**config.mk**
```make
export PLATFORM = sky130hd
export DESIGN_NAME = x_tile_row_sequencer
export DESIGN_NICKNAME = d
export VERILOG_FILES = /design/src/rtl/x_tile_row_sequencer.sv
export SDC_FILE = /design/constraint.sdc
export NUM_CORES = 1
export LEC_CHECK = 0
export CAP_MARGIN = 20
export CORE_AREA = 2 2 97 118
export DETAILED_ROUTE_END_ITERATION = 16
export DIE_AREA = 0 0 99 120
export GPL_TIMING_DRIVEN = 0
export PLACE_DENSITY = 0.67
export SYNTH_ARGS = -nofsm -noshare
export SYNTH_HDL_FRONTEND = slang
export SYNTH_SLANG_ARGS = --single-unit
```
**constraint.sdc**
```tcl
create_clock -name clk -period 3.6 [get_ports clk]
set_clock_uncertainty 0.15 [all_clocks]
set_input_delay 0.72 -clock clk [delete_from_list [all_inputs] [get_ports clk]]
set_output_delay 0.72 -clock clk [all_outputs]
set_load 0.01 [all_outputs]
```
**src/rtl/x_tile_row_sequencer.sv**
```systemverilog
// Walks one X tile row by row: start_k/k_idx per row, waits row_valid, acks with row_accept, ends with tile_valid.
// Optional macro X_TILE_SEQ_PERF_EN enables the perf_cycles busy-cycle counter; all outputs are registered.
module x_tile_row_sequencer #(
    parameter int KMAX    = 1024,
    parameter int K_W     = 10,
    parameter int TIMEOUT = 200,
    parameter int TMR_W   = 8
) (
    input  logic           clk,
    input  logic           rst_n,
    input  logic           tile_start,
    input  logic [K_W-1:0] k_base,
    input  logic [K_W:0]   k_len,
    input  logic           abort,
    output logic           busy,
    output logic           start_k,
    output logic [K_W-1:0] k_idx,
    input  logic           row_valid,
    output logic           row_accept,
    output logic           tile_valid,
    input  logic           tile_ready,
    output logic [K_W:0]   rows_done,
    output logic           err,
    output logic [1:0]     err_code,
    output logic [31:0]    perf_cycles
);

    typedef enum logic [2:0] {
        S_IDLE,
        S_ISSUE,
        S_WAIT_ROW,
        S_ACCEPT,
        S_DONE
    } state_t;

    localparam logic [1:0] ERR_NONE    = 2'd0;
    localparam logic [1:0] ERR_RANGE   = 2'd1;
    localparam logic [1:0] ERR_TIMEOUT = 2'd2;

    state_t           state_q, state_d;
    logic [K_W:0]     k_len_q, k_len_d;
    logic [K_W:0]     rows_done_q, rows_done_d;
    logic [K_W:0]     rows_inc;
    logic [K_W-1:0]   k_idx_q, k_idx_d;
    logic             err_q, err_d;
    logic [1:0]       err_code_q, err_code_d;
    logic [TMR_W-1:0] timer_q, timer_d;
    logic             busy_q, start_k_q, row_accept_q, tile_valid_q;
    logic [K_W+1:0]   end_row;

    // Two extra bits so base+len can never wrap below KMAX.
    assign end_row  = {2'b00, k_base} + {1'b0, k_len};
    assign rows_inc = rows_done_q + (K_W+1)'(1);

    always_comb begin
        state_d     = state_q;
        k_len_d     = k_len_q;
        rows_done_d = rows_done_q;
        k_idx_d     = k_idx_q;
        err_d       = err_q;
        err_code_d  = err_code_q;
        timer_d     = timer_q;
        if (abort) begin
            state_d = S_IDLE;
        end else begin
            case (state_q)
                S_IDLE: begin
                    if (tile_start) begin
                        k_len_d     = k_len;
                        rows_done_d = '0;
                        err_d       = 1'b0;
                        err_code_d  = ERR_NONE;
                        if (k_len == '0) begin
                            state_d = S_DONE;
                        end else if (end_row > (K_W+2)'(KMAX)) begin
                            state_d    = S_DONE;
                            err_d      = 1'b1;
                            err_code_d = ERR_RANGE;
                        end else begin
                            state_d = S_ISSUE;
                            k_idx_d = k_base;
                        end
                    end
                end
                S_ISSUE: begin
                    timer_d = '0;
                    state_d = S_WAIT_ROW;
                end
                S_WAIT_ROW: begin
                    // row_valid wins over a timeout expiring in the same cycle.
                    if (row_valid) begin
                        state_d = S_ACCEPT;
                    end else if (timer_q == TMR_W'(TIMEOUT - 1)) begin
                        state_d    = S_DONE;
                        err_d      = 1'b1;
                        err_code_d = ERR_TIMEOUT;
                    end else begin
                        timer_d = timer_q + TMR_W'(1);
                    end
                end
                S_ACCEPT: begin
                    rows_done_d = rows_inc;
                    if (rows_inc == k_len_q) begin
                        state_d = S_DONE;
                    end else begin
                        state_d = S_ISSUE;
                        k_idx_d = k_idx_q + K_W'(1);
                    end
                end
                S_DONE: begin
                    if (tile_ready) begin
                        state_d = S_IDLE;
                    end
                end
                default: state_d = S_IDLE;
            endcase
        end
    end

    always_ff @(posedge clk or negedge rst_n) begin
        if (!rst_n) begin
            state_q      <= S_IDLE;
            k_len_q      <= '0;
            rows_done_q  <= '0;
            k_idx_q      <= '0;
            err_q        <= 1'b0;
            err_code_q   <= ERR_NONE;
            timer_q      <= '0;
            busy_q       <= 1'b0;
            start_k_q    <= 1'b0;
            row_accept_q <= 1'b0;
            tile_valid_q <= 1'b0;
        end else begin
            state_q      <= state_d;
            k_len_q      <= k_len_d;
            rows_done_q  <= rows_done_d;
            k_idx_q      <= k_idx_d;
            err_q        <= err_d;
            err_code_q   <= err_code_d;
            timer_q      <= timer_d;
            busy_q       <= (state_d != S_IDLE);
            start_k_q    <= (state_d == S_ISSUE);
            row_accept_q <= (state_d == S_ACCEPT);
            tile_valid_q <= (state_d == S_DONE);
        end
    end

    assign busy       = busy_q;
    assign start_k    = start_k_q;
    assign k_idx      = k_idx_q;
    assign row_accept = row_accept_q;
    assign tile_valid = tile_valid_q;
    assign rows_done  = rows_done_q;
    assign err        = err_q;
    assign err_code   = err_code_q;

`ifdef X_TILE_SEQ_PERF_EN
    logic [31:0] perf_q;

    always_ff @(posedge clk or negedge rst_n) begin
        if (!rst_n) begin
            perf_q <= '0;
        end else if (state_q == S_IDLE && tile_start && !abort) begin
            perf_q <= '0;
        end else if ((state_q == S_ISSUE || state_q == S_WAIT_ROW || state_q == S_ACCEPT)
                     && perf_q != 32'hFFFF_FFFF) begin
            perf_q <= perf_q + 32'd1;
        end
    end

    assign perf_cycles = perf_q;
`else
    assign perf_cycles = 32'd0;
`endif

endmodule

```
### Word-level counts from Yosys, hierarchy flattened

Index checks and enable logic that the tools add are counted.

* output and inout port bits: 60
* register bits after elaboration: 50
* bits of input ports: 27
* word-level logic and storage cells: 75

* magnitude comparators: 1
* bitwise operators: 1
* $add $sub $neg: 4
* muxes and demuxes: 31
* equal/unequal tests: 16
* reduce and logical (&&, ||, !) cells: 11

Operators by type and width (number)
* $mux 10: 4
* $mux 3: 8
* $pmux 11 s2: 1
* $pmux 10 s2: 1
* $mux 8: 2
* $pmux 8 s2: 1
* $pmux 3 s5: 1
* $ne 2x2->1 const B: 7
* $add 10x11->12: 1
* $gt 12x11->1 const B: 1
* $add 11x1->11 const B: 1
* $eq 11x11->1: 1
* $logic_not 11->1: 1
* $mux 11: 1
* $add 10x1->10 const B: 1
* $eq 3x2->1 const B: 3
* $add 8x1->8 const B: 1
* $eq 8x8->1 const B: 1
* $mux 1: 7
* $eq 3x1->1 const B: 2
* $eq 3x3->1 const B: 2
* $mux 2: 3
* $reduce_and 3->1: 2
* $reduce_and 6->1: 1
* 8 further kinds: 10

### Longest topological paths before layout

Gate-level depths: netlist of run 1.

* word-level depth: 8
* gate-level depth with buffers: 12
* mapped depth without buffers: 12

### Worst setup path before layout of run 1

OpenSTA, ideal clock, no wires.

* path type: input to register
* start: in k_base[0]
* end: reg busy_q (netlist: busy)
* setup slack: 0.217 ns
* arrival time: 3.102 ns
* library setup time: 0.131 ns
* cell stages on the path: 11
* cell sequence: ha_1 inv_1 fa_1 nand2b_1 a211o_1 and4_1 a211o_1 a2111oi_4 a31oi_1 a32o_1 or3_1

* word-level cells in the longest chain between the ends: 8

Ends and longest elaborated chain
* start, declared: RTL line 12 `input logic [K_W-1:0] k_base,`
* $add 10x11->12: RTL line 52 `assign end_row = {2'b00, k_base} + {1'b0, k_len};`
* $gt 12x11->1: RTL line 75 `end else if (end_row > (K_W+2)'(KMAX)) begin`
* $mux 3: RTL line 75
* $mux 3: RTL line 73 `if (k_len == '0) begin`
* $mux 3: RTL line 68 `if (tile_start) begin`
* $pmux 3 s5: RTL line 66 `case (state_q)`
* $mux 3: RTL line 63 `if (abort) begin`
* named net state_d[2]: RTL line 40 `state_t state_q, state_d;`
* $reduce_bool 3->1: RTL line 141 `busy_q <= (state_d != S_IDLE);`
* end signal, assigned: RTL line 141
* end, declared: RTL line 48 `logic busy_q, start_k_q, row_accept_q, tile_valid_q;`

The timed path passes the listed nets, and every way through them passes these cells.
A chain may end at the register's enable or synchronous reset.

### Final worst setup path of run 1

* start: in k_len[1]
* end: reg busy_q (netlist: busy)

* word-level cells in the longest chain between the ends: 8
* elaborated cells between the ends (all ways): 9
* those cells by class: 1 x add/sub; 1 x order compare; 5 x mux; 2 x reduce/logical

Ends and longest elaborated chain
* start, declared: RTL line 13 `input logic [K_W:0] k_len,`
* $add 10x11->12: RTL line 52
* $gt 12x11->1: RTL line 75
* $mux 3: RTL line 75
* $mux 3 (*): RTL line 73
* $mux 3 (*): RTL line 68
* $pmux 3 s5 (*): RTL line 66
* $mux 3 (*): RTL line 63
* named net state_d[2]: RTL line 40
* $reduce_bool 3->1 (*): RTL line 141

The timed path passes the listed nets; every way through them passes the cells marked *.

==> impl_metrics.csv, run 1 <==
group,metric,value,unit
synth,yosysUniqueCellTypes,66,
synth,synth_top_family_by_area,"simple AND/OR/NAND/NOR gates",
synth,async_reset_ff_share,100,%
synth,syn_area,0.00369,sq mm
synth,synth-adder-area-share,4.95,%
setup_path,rr_worst_depth,11,
timing,setup_viol,0,
synth,yosys.area_share.simple,25.1,%
route,first_pass_iters,4,
global_routing,grt_overflow,0,
floorplanning,initial_core_util,34.3,%
final_layout,n_antenna_cell,0,
status,status,"finished clean",
timing,fmax,0.285,GHz
setup_path,crit_path_cell_trace,"clkdlybuf4s15_1 -> inv_1 -> fa_2 -> nand2b_4 -> a211o_1 -> and4_1 -> a211o_1 -> a2111oi_4 -> a31oi_2 -> a32o_2 -> or3_1",
clocking,root_buffer,"clkbuf_16",
timing,relSlewSlack,39.8,%
synth,ys_ff_latch,50,
floorplanning,core_area,0.0108,sq mm
setup_path,cp-start-kind,"input port",
synth,yosys-top-cells-area,"dfrtp_1 (34%), nand2_1 (7.1%), buf_4 (6.5%), o21ai_0 (5.8%), ha_1 (4.4%)",
floorplanning,chipHeight,120,um
synth,postSynthAreaPerCell,8.06,sq um
timing,rsz0062_at_grt,"false",
clocking,cts.reportedPaths.clkPinSlew,0.07,ns
timing,timing.setup.tns,0,ns
setup_path,path_buf_inv,2,
route,wl_per_cell,14.9,um
pwr,powerDensity,403,mW/mm^2
route,wirelength,10300,um
global_routing,grt_max_degree,35,
synth,syn_inst,458,
synth,synthMuxAreaShare,0.576,%
timing,fin_ws,0.0854,ns
timing,worstMarginPinSlew,0.894,ns
route,met1_length,4450,um
setup_path,critical_path.top_delay_family,"compound AO/OA/AOI/OAI gates",
setup_path,rrSetupSlack,0.48,ns
route,postRouteAntennaNets,0,
timing,finalMaxSlewViolations,0,
final_layout,stdcell_area,0.00480,sq mm
global_routing,antenna_found_initial,0,
setup_path,crit_top_cell,"a211o_1",
timing,fin_crit,3.51,ns
clocking,h-tree-depth,2,
setup_path,crit_path_end_kind,"flop",
route,via_per_inst,5.37,
route,wl_met2,4990,um
pwr,p_int,1.25,mW
clocking,cts_tree,"done",
setup_path,regToRegEndpoint,"busy$_DFF_PN0_",
setup_path,crit_type,"in -> reg",
pwr,ir_drop,232,uV
final_layout,layout-drive-gt1-share,14.8,%
clocking,clkSinkCount,50,
clocking,cts_buffers,5,
pwr,power.share.switching,35.4,%
global_routing,grt_first_pass_wirelength,16700,um
synth,synth_compound_area_share,21.0,%
synth,synth_edf_count,0,
place,place_ws,-0.770,ns
pwr,power_frac_comb,36.7,%
final_layout,final_net_count,600,
floorplanning,rows,42,
place,io_buffer_count,54,
timing,fin_crit_sh,97.6,%
route,drcViolationCount,0,
final_layout,syn_to_final_growth,30.2,%
pwr,power.total,1.94,mW
setup_path,critical_path_arrival,3.53,ns
timing,final_hold_viol_count,0,
synth,synth_xor_area_share,4.98,%
place,hpwl,7840,um
synth,synth_top_area_cell,"dfrtp_1",
global_routing,grt_usage,17.3,%
setup_path,max_stage_delay,0.38,ns
pwr,switchingPower,685,uW
setup_path,r2r-start,"rows_done[1]$_DFFE_PN0P_",
place,globalplace.congestion,0.882,
synth,seq_area_frac_synth,33.9,%
pwr,p_leak,2.17,nW
hold_path,hp-class,"in -> async",
route,drt_iter0_markers,188,
floorplanning,fp.dieArea,0.0119,sq mm
setup_path,required,3.61,ns
clocking,cts_buffer_depth,2,
setup_path,cp_max_fo,4,
global_routing,first_global_vias,3484,
floorplanning,dieWidth,99,um
synth,synth_top_area_share,33.9,%
pwr,p_clk_share,24.2,%
route,wl_met3,445,um
flow_run,cap_viol_max_count,0,
synth,synthFlopType,"dfrtp_1",
synth,synth_warnings,0,
clocking,ctsHoldBuffers,0,
route,highest_layer,"met4",
place,placed_area,0.00453,sq mm
setup_path,cp_slowest_cell,"fa_2",
route,num_vias,3713,
pwr,power_frac_seq,39.1,%
clocking,insertion_delay,0.29,ns
floorplanning,ioPinCount,87,
sequential cells by signal, summed over array words and instances, names as in the netlist, 2 cells and up:
register	cells
err_code	2
k_len_q	11
rows_done	11
timer_q	8
k_idx	10
state_q	3
repair_timing:
action / in CTS / in global routing
setup buffers: 6 / 2
resized for setup: 38 / 1
setup endpoints to repair: 15 / 9
pin swaps: 6 / 5
cells by family after synthesis:
family,Yosys count
other cells,1
fa+ha+maj,14
xor+xnor,21
flops,50
mux,2
compound gates,121
simple gates,189
buf+inv,60
final cells by class:
class                   instances  area [sq um]
repair buffers                 63           592
clock buffers                   6           129
multi-input cells             379          2310
fillers                      1039          5970
inverters                      15          56.3
plain buffers                  45           293
well taps                     132           165
flip-flops and latches         50          1250
clock inverters                 1          7.51
cells in the mapped netlist (8+ instances only):
| master | number |
|---|---|
| a21oi_1 | 28 |
| a31oi_1 | 10 |
| and3_1 | 8 |
| buf_4 | 32 |
| clkbuf_1 | 10 |
| dfrtp_1 | 50 |
| ha_1 | 13 |
| inv_1 | 14 |
| nand2_1 | 70 |
| nand3_1 | 19 |
| nand4_1 | 8 |
| nor2_1 | 37 |
| nor3_1 | 10 |
| o21ai_0 | 43 |
| xnor2_1 | 14 |
metrics by stage:
step | std cells | hold WS [ns] | utilization (%)
after floorplan | 489 | 0.274 | -
after global placement | 675 | 0.337 | 41.9
after detailed placement | 676 | 0.337 | 42.0
after CTS | 689 | 0.208 | 44.4
after global routing | 691 | 0.223 | 44.6
final | 691 | 0.195 | 44.6
power by group through the flow:
stage | logic [mW] | clock network, mW | registers [mW]
after CTS | 0.704 | 0.467 | 0.757
after global placement | 0.655 | 0 | 0.761
after floorplan | 0.413 | 0 | 0.761
final | 0.712 | 0.468 | 0.757
after detailed placement | 0.673 | 0 | 0.767
after global routing | 0.783 | 0.497 | 0.772
worst max path at each step:
stage,start,endpoint,slack (ns),depth (start not counted)
after detailed placement,k_len[0],busy$_DFF_PN0_,-0.77,13
final,k_len[1],busy$_DFF_PN0_,0.09,11
after floorplan,k_base[0],busy$_DFF_PN0_,0.22,11
after CTS,k_len[1],k_idx[0]$_DFFE_PN0P_,0.02,12
after global placement,k_base[0],busy$_DFF_PN0_,-0.70,13
after global routing,k_len[0],busy$_DFF_PN0_,0.0004,12
layer usage:
| metal | GRT usage (%) | vias up |
|---|---|---|
| met1 | 21.7 | 1762 |
| met2 | 29.4 | 138 |
| met4 | 7.96 | 0 |
| li1 | - | 1786 |
| met3 | 2.27 | 27 |
| met5 | 0 | - |
layout by cell type, fill, tap and decap left out, types with 4 or more instances in the layout:
| cell type | n |
|---|---|
| a21o_1 | 4 |
| a21oi_1 | 28 |
| a31oi_1 | 8 |
| and2_1 | 4 |
| and3_1 | 8 |
| buf_2 | 5 |
| buf_4 | 40 |
| clkbuf_1 | 11 |
| clkbuf_16 | 5 |
| clkdlybuf4s50_1 | 38 |
| conb_1 | 32 |
| dfrtp_1 | 50 |
| dlygate4sd2_1 | 11 |
| ha_1 | 6 |
| ha_4 | 5 |
| inv_1 | 14 |
| nand2_1 | 70 |
| nand3_1 | 19 |
| nand4_1 | 8 |
| nor2_1 | 37 |
| nor3_1 | 10 |
| nor4_1 | 7 |
| o21ai_0 | 42 |
| o221ai_1 | 4 |
| o31ai_1 | 5 |
| or2_2 | 4 |
| or3_1 | 4 |
| xnor2_1 | 14 |
| xor2_1 | 7 |
Power figures use the tool's default switching activity.
==> run 2: changes to the inputs <==
--- a/config.mk
+++ b/config.mk
@@ -10,6 +10,7 @@
 export DETAILED_ROUTE_END_ITERATION = 16
 export DIE_AREA = 0 0 99 120
 export GPL_TIMING_DRIVEN = 0
+export MAX_ROUTING_LAYER = met4
 export PLACE_DENSITY = 0.67
 export SYNTH_ARGS = -nofsm -noshare
 export SYNTH_HDL_FRONTEND = slang
==> run 2 against run 1 <==
Combinational power about the same. Cell area did not move. Routed wire length hardly changed. Global-route usage is 0.48 points higher. Clock power is essentially flat. Sequential share of layout area unchanged. Count of clock-buffer cells in the layout unchanged. Register-to-register slack better by 0.02 ns. Hold slack got worse by 0.0014 ns. Total power about the same.
==> impl_metrics.csv, run 2 (synthesis results as in run 1) <==
group,metric,value,unit
setup_path,required,3.61,ns
timing,fmax,0.285,GHz
route,num_vias,3685,
timing,finalMaxSlewViolations,0,
floorplanning,fp.dieArea,0.0119,sq mm
timing,final_hold_viol_count,0,
final_layout,layout_common_cells,"nand2_1 (70), dfrtp_1 (50), o21ai_0 (42)",
route,drt_iter0_markers,183,
route,wl_per_cell,14.9,um
floorplanning,initial_core_util,34.3,%
route,wirelength,10300,um
setup_path,crit_path_cell_trace,"clkdlybuf4s15_1 -> inv_1 -> fa_2 -> nand2b_4 -> a211o_1 -> and4_1 -> a211o_1 -> a2111oi_4 -> a31oi_2 -> a32o_2 -> or3_1",
clocking,clkSinkCount,50,
global_routing,antenna_found_initial,0,
setup_path,crit_type,"in -> reg",
clocking,cts_tree,"done",
pwr,p_clk_share,24.1,%
pwr,power.share.switching,35.3,%
floorplanning,ioPinCount,87,
global_routing,grt_usage,17.8,%
setup_path,crit_top_cell,"a211o_1",
pwr,power_frac_comb,36.8,%
floorplanning,rows,42,
hold_path,hp-class,"in -> async",
timing,setup_viol,0,
global_routing,grt_max_degree,35,
final_layout,fill_cells,1039,
final_layout,utilization,44.6,%
global_routing,first_global_vias,3482,
setup_path,r2r-start,"rows_done[1]$_DFFE_PN0P_",
final_layout,multiInputGateArea,0.00231,sq mm
timing,fin_crit_sh,97.4,%
floorplanning,chipHeight,120,um
final_layout,final_net_count,600,
route,first_pass_iters,5,
floorplanning,dieWidth,99,um
setup_path,max_stage_delay,0.38,ns
pwr,powerDensity,403,mW/mm^2
pwr,p_leak,2.17,nW
flow_run,cap_viol_max_count,0,
clocking,cts.reportedPaths.clkPinSlew,0.07,ns
setup_path,cp_slowest_cell,"fa_2",
final_layout,layout-drive-gt1-share,14.8,%
place,io_buffer_count,54,
global_routing,grt_overflow,0,
place,dpl.cell_count,676,
clocking,h-tree-depth,2,
setup_path,cp_max_fo,4,
route,postRouteAntennaNets,0,
setup_path,regToRegEndpoint,"busy$_DFF_PN0_",
timing,fin_ws,0.0937,ns
final_layout,regArea,0.00125,sq mm
final_layout,syn_to_final_growth,30.2,%
setup_path,critical_path_arrival,3.52,ns
clocking,cts_buffer_depth,2,
timing,relSlewSlack,42.6,%
clocking,cts_buffers,5,
global_routing,grt_first_pass_wirelength,16800,um
place,place_ws,-0.770,ns
status,status,"finished clean",
timing,fin_crit,3.51,ns
final_layout,final_common_cell,"nand2_1",
pwr,power_frac_seq,39.1,%
clocking,insertion_delay,0.30,ns
floorplanning,core_area,0.0108,sq mm
pwr,ir_drop,232,uV
setup_path,cp-start-kind,"input port",
place,globalplace.congestion,0.896,
timing,rsz0062_at_grt,"false",
place,hpwl,7840,um
route,drcViolationCount,0,
setup_path,rrSetupSlack,0.50,ns
pwr,p_int,1.25,mW
pwr,switchingPower,683,uW
final_layout,layout.cells.non_filler,691,
setup_path,rr_worst_depth,11,
timing,worstMarginPinSlew,0.853,ns
final_layout,n_antenna_cell,0,
route,via_per_inst,5.33,
setup_path,crit_path_end_kind,"flop",
clocking,root_buffer,"clkbuf_16",
-- run 2: cell counts in the layout (fill, tap and decap cells not counted) --
Identical to the previous run, type by type.
-- run 2: what timing repair did --
action                                  4_1_cts  5_1_grt
hold buffers                                  0        0
endpoints found under the hold margin         0        0
buffers inserted                              6        2
endpoints found under the setup margin       15        9
gates resized for setup                      38        1
pin swaps                                     6        5
-- run 2: worst max-delay path, delay by kind of cell --
kind | cells | cell delay, ns
simple gates | 3 | 0.70
buf+inv | 2 | 0.34
fa+ha+maj | 1 | 0.38
compound gates | 5 | 1.38
-- run 2: power groups by stage --
stage                     logic (mW)  registers [mW]  clock network [mW]
after floorplan                0.413           0.761                   0
after global placement         0.655           0.761                   0
after detailed placement       0.673           0.767                   0
after CTS                      0.704           0.757               0.467
after global routing           0.783           0.772               0.497
final                          0.711           0.757               0.467
-- run 2: routing by layer --
metal,wire length [um],vias to the layer above,global-route usage (%)
met3,490,22,2.21
met2,5090,145,29.4
li1,-,1784,-
met4,354,0,7.96
met1,4360,1734,21.7
met5,0,-,-
-- run 2: cell type report --
type	count	area share, %
Inverter	15	1.17
Sequential cell	50	26.0
Tap cell	132	3.44
Clock buffer	6	2.68
Clock inverter	1	0.156
Timing Repair Buffer	63	12.3
Multi-Input combinational cell	379	48.1
Buffer	45	6.09
-- run 2: worst max-delay path by stage --
stage | endpoint | start | cells after the start
after detailed placement | busy$_DFF_PN0_ | k_len[0] | 13
after CTS | k_idx[0]$_DFFE_PN0P_ | k_len[1] | 12
after global placement | busy$_DFF_PN0_ | k_base[0] | 13
after global routing | busy$_DFF_PN0_ | k_len[0] | 12
final | busy$_DFF_PN0_ | k_len[1] | 11
after floorplan | busy$_DFF_PN0_ | k_base[0] | 11
-- run 2: metrics by stage --
stage	TNS, ns	cell area, sq um	hold slack [ns]	power, mW
global placement	-7.62	4510	0.337	1.42
detailed placement	-8.48	4530	0.337	1.44
floorplan	0	3810	0.274	1.17
CTS	0	4780	0.208	1.93
global route	0	4800	0.223	2.05
finish	0	4800	0.193	1.93
==> run 3: changes to the inputs <==
--- a/config.mk
+++ b/config.mk
@@ -9,6 +9,7 @@
 export CORE_AREA = 2 2 97 118
 export DETAILED_ROUTE_END_ITERATION = 16
 export DIE_AREA = 0 0 99 120
+export GPL_ROUTABILITY_DRIVEN = 0
 export GPL_TIMING_DRIVEN = 0
 export MAX_ROUTING_LAYER = met4
 export PLACE_DENSITY = 0.67
==> results of run 3 <==
The final DEF is identical to that of run 2; final timing and power are the same.
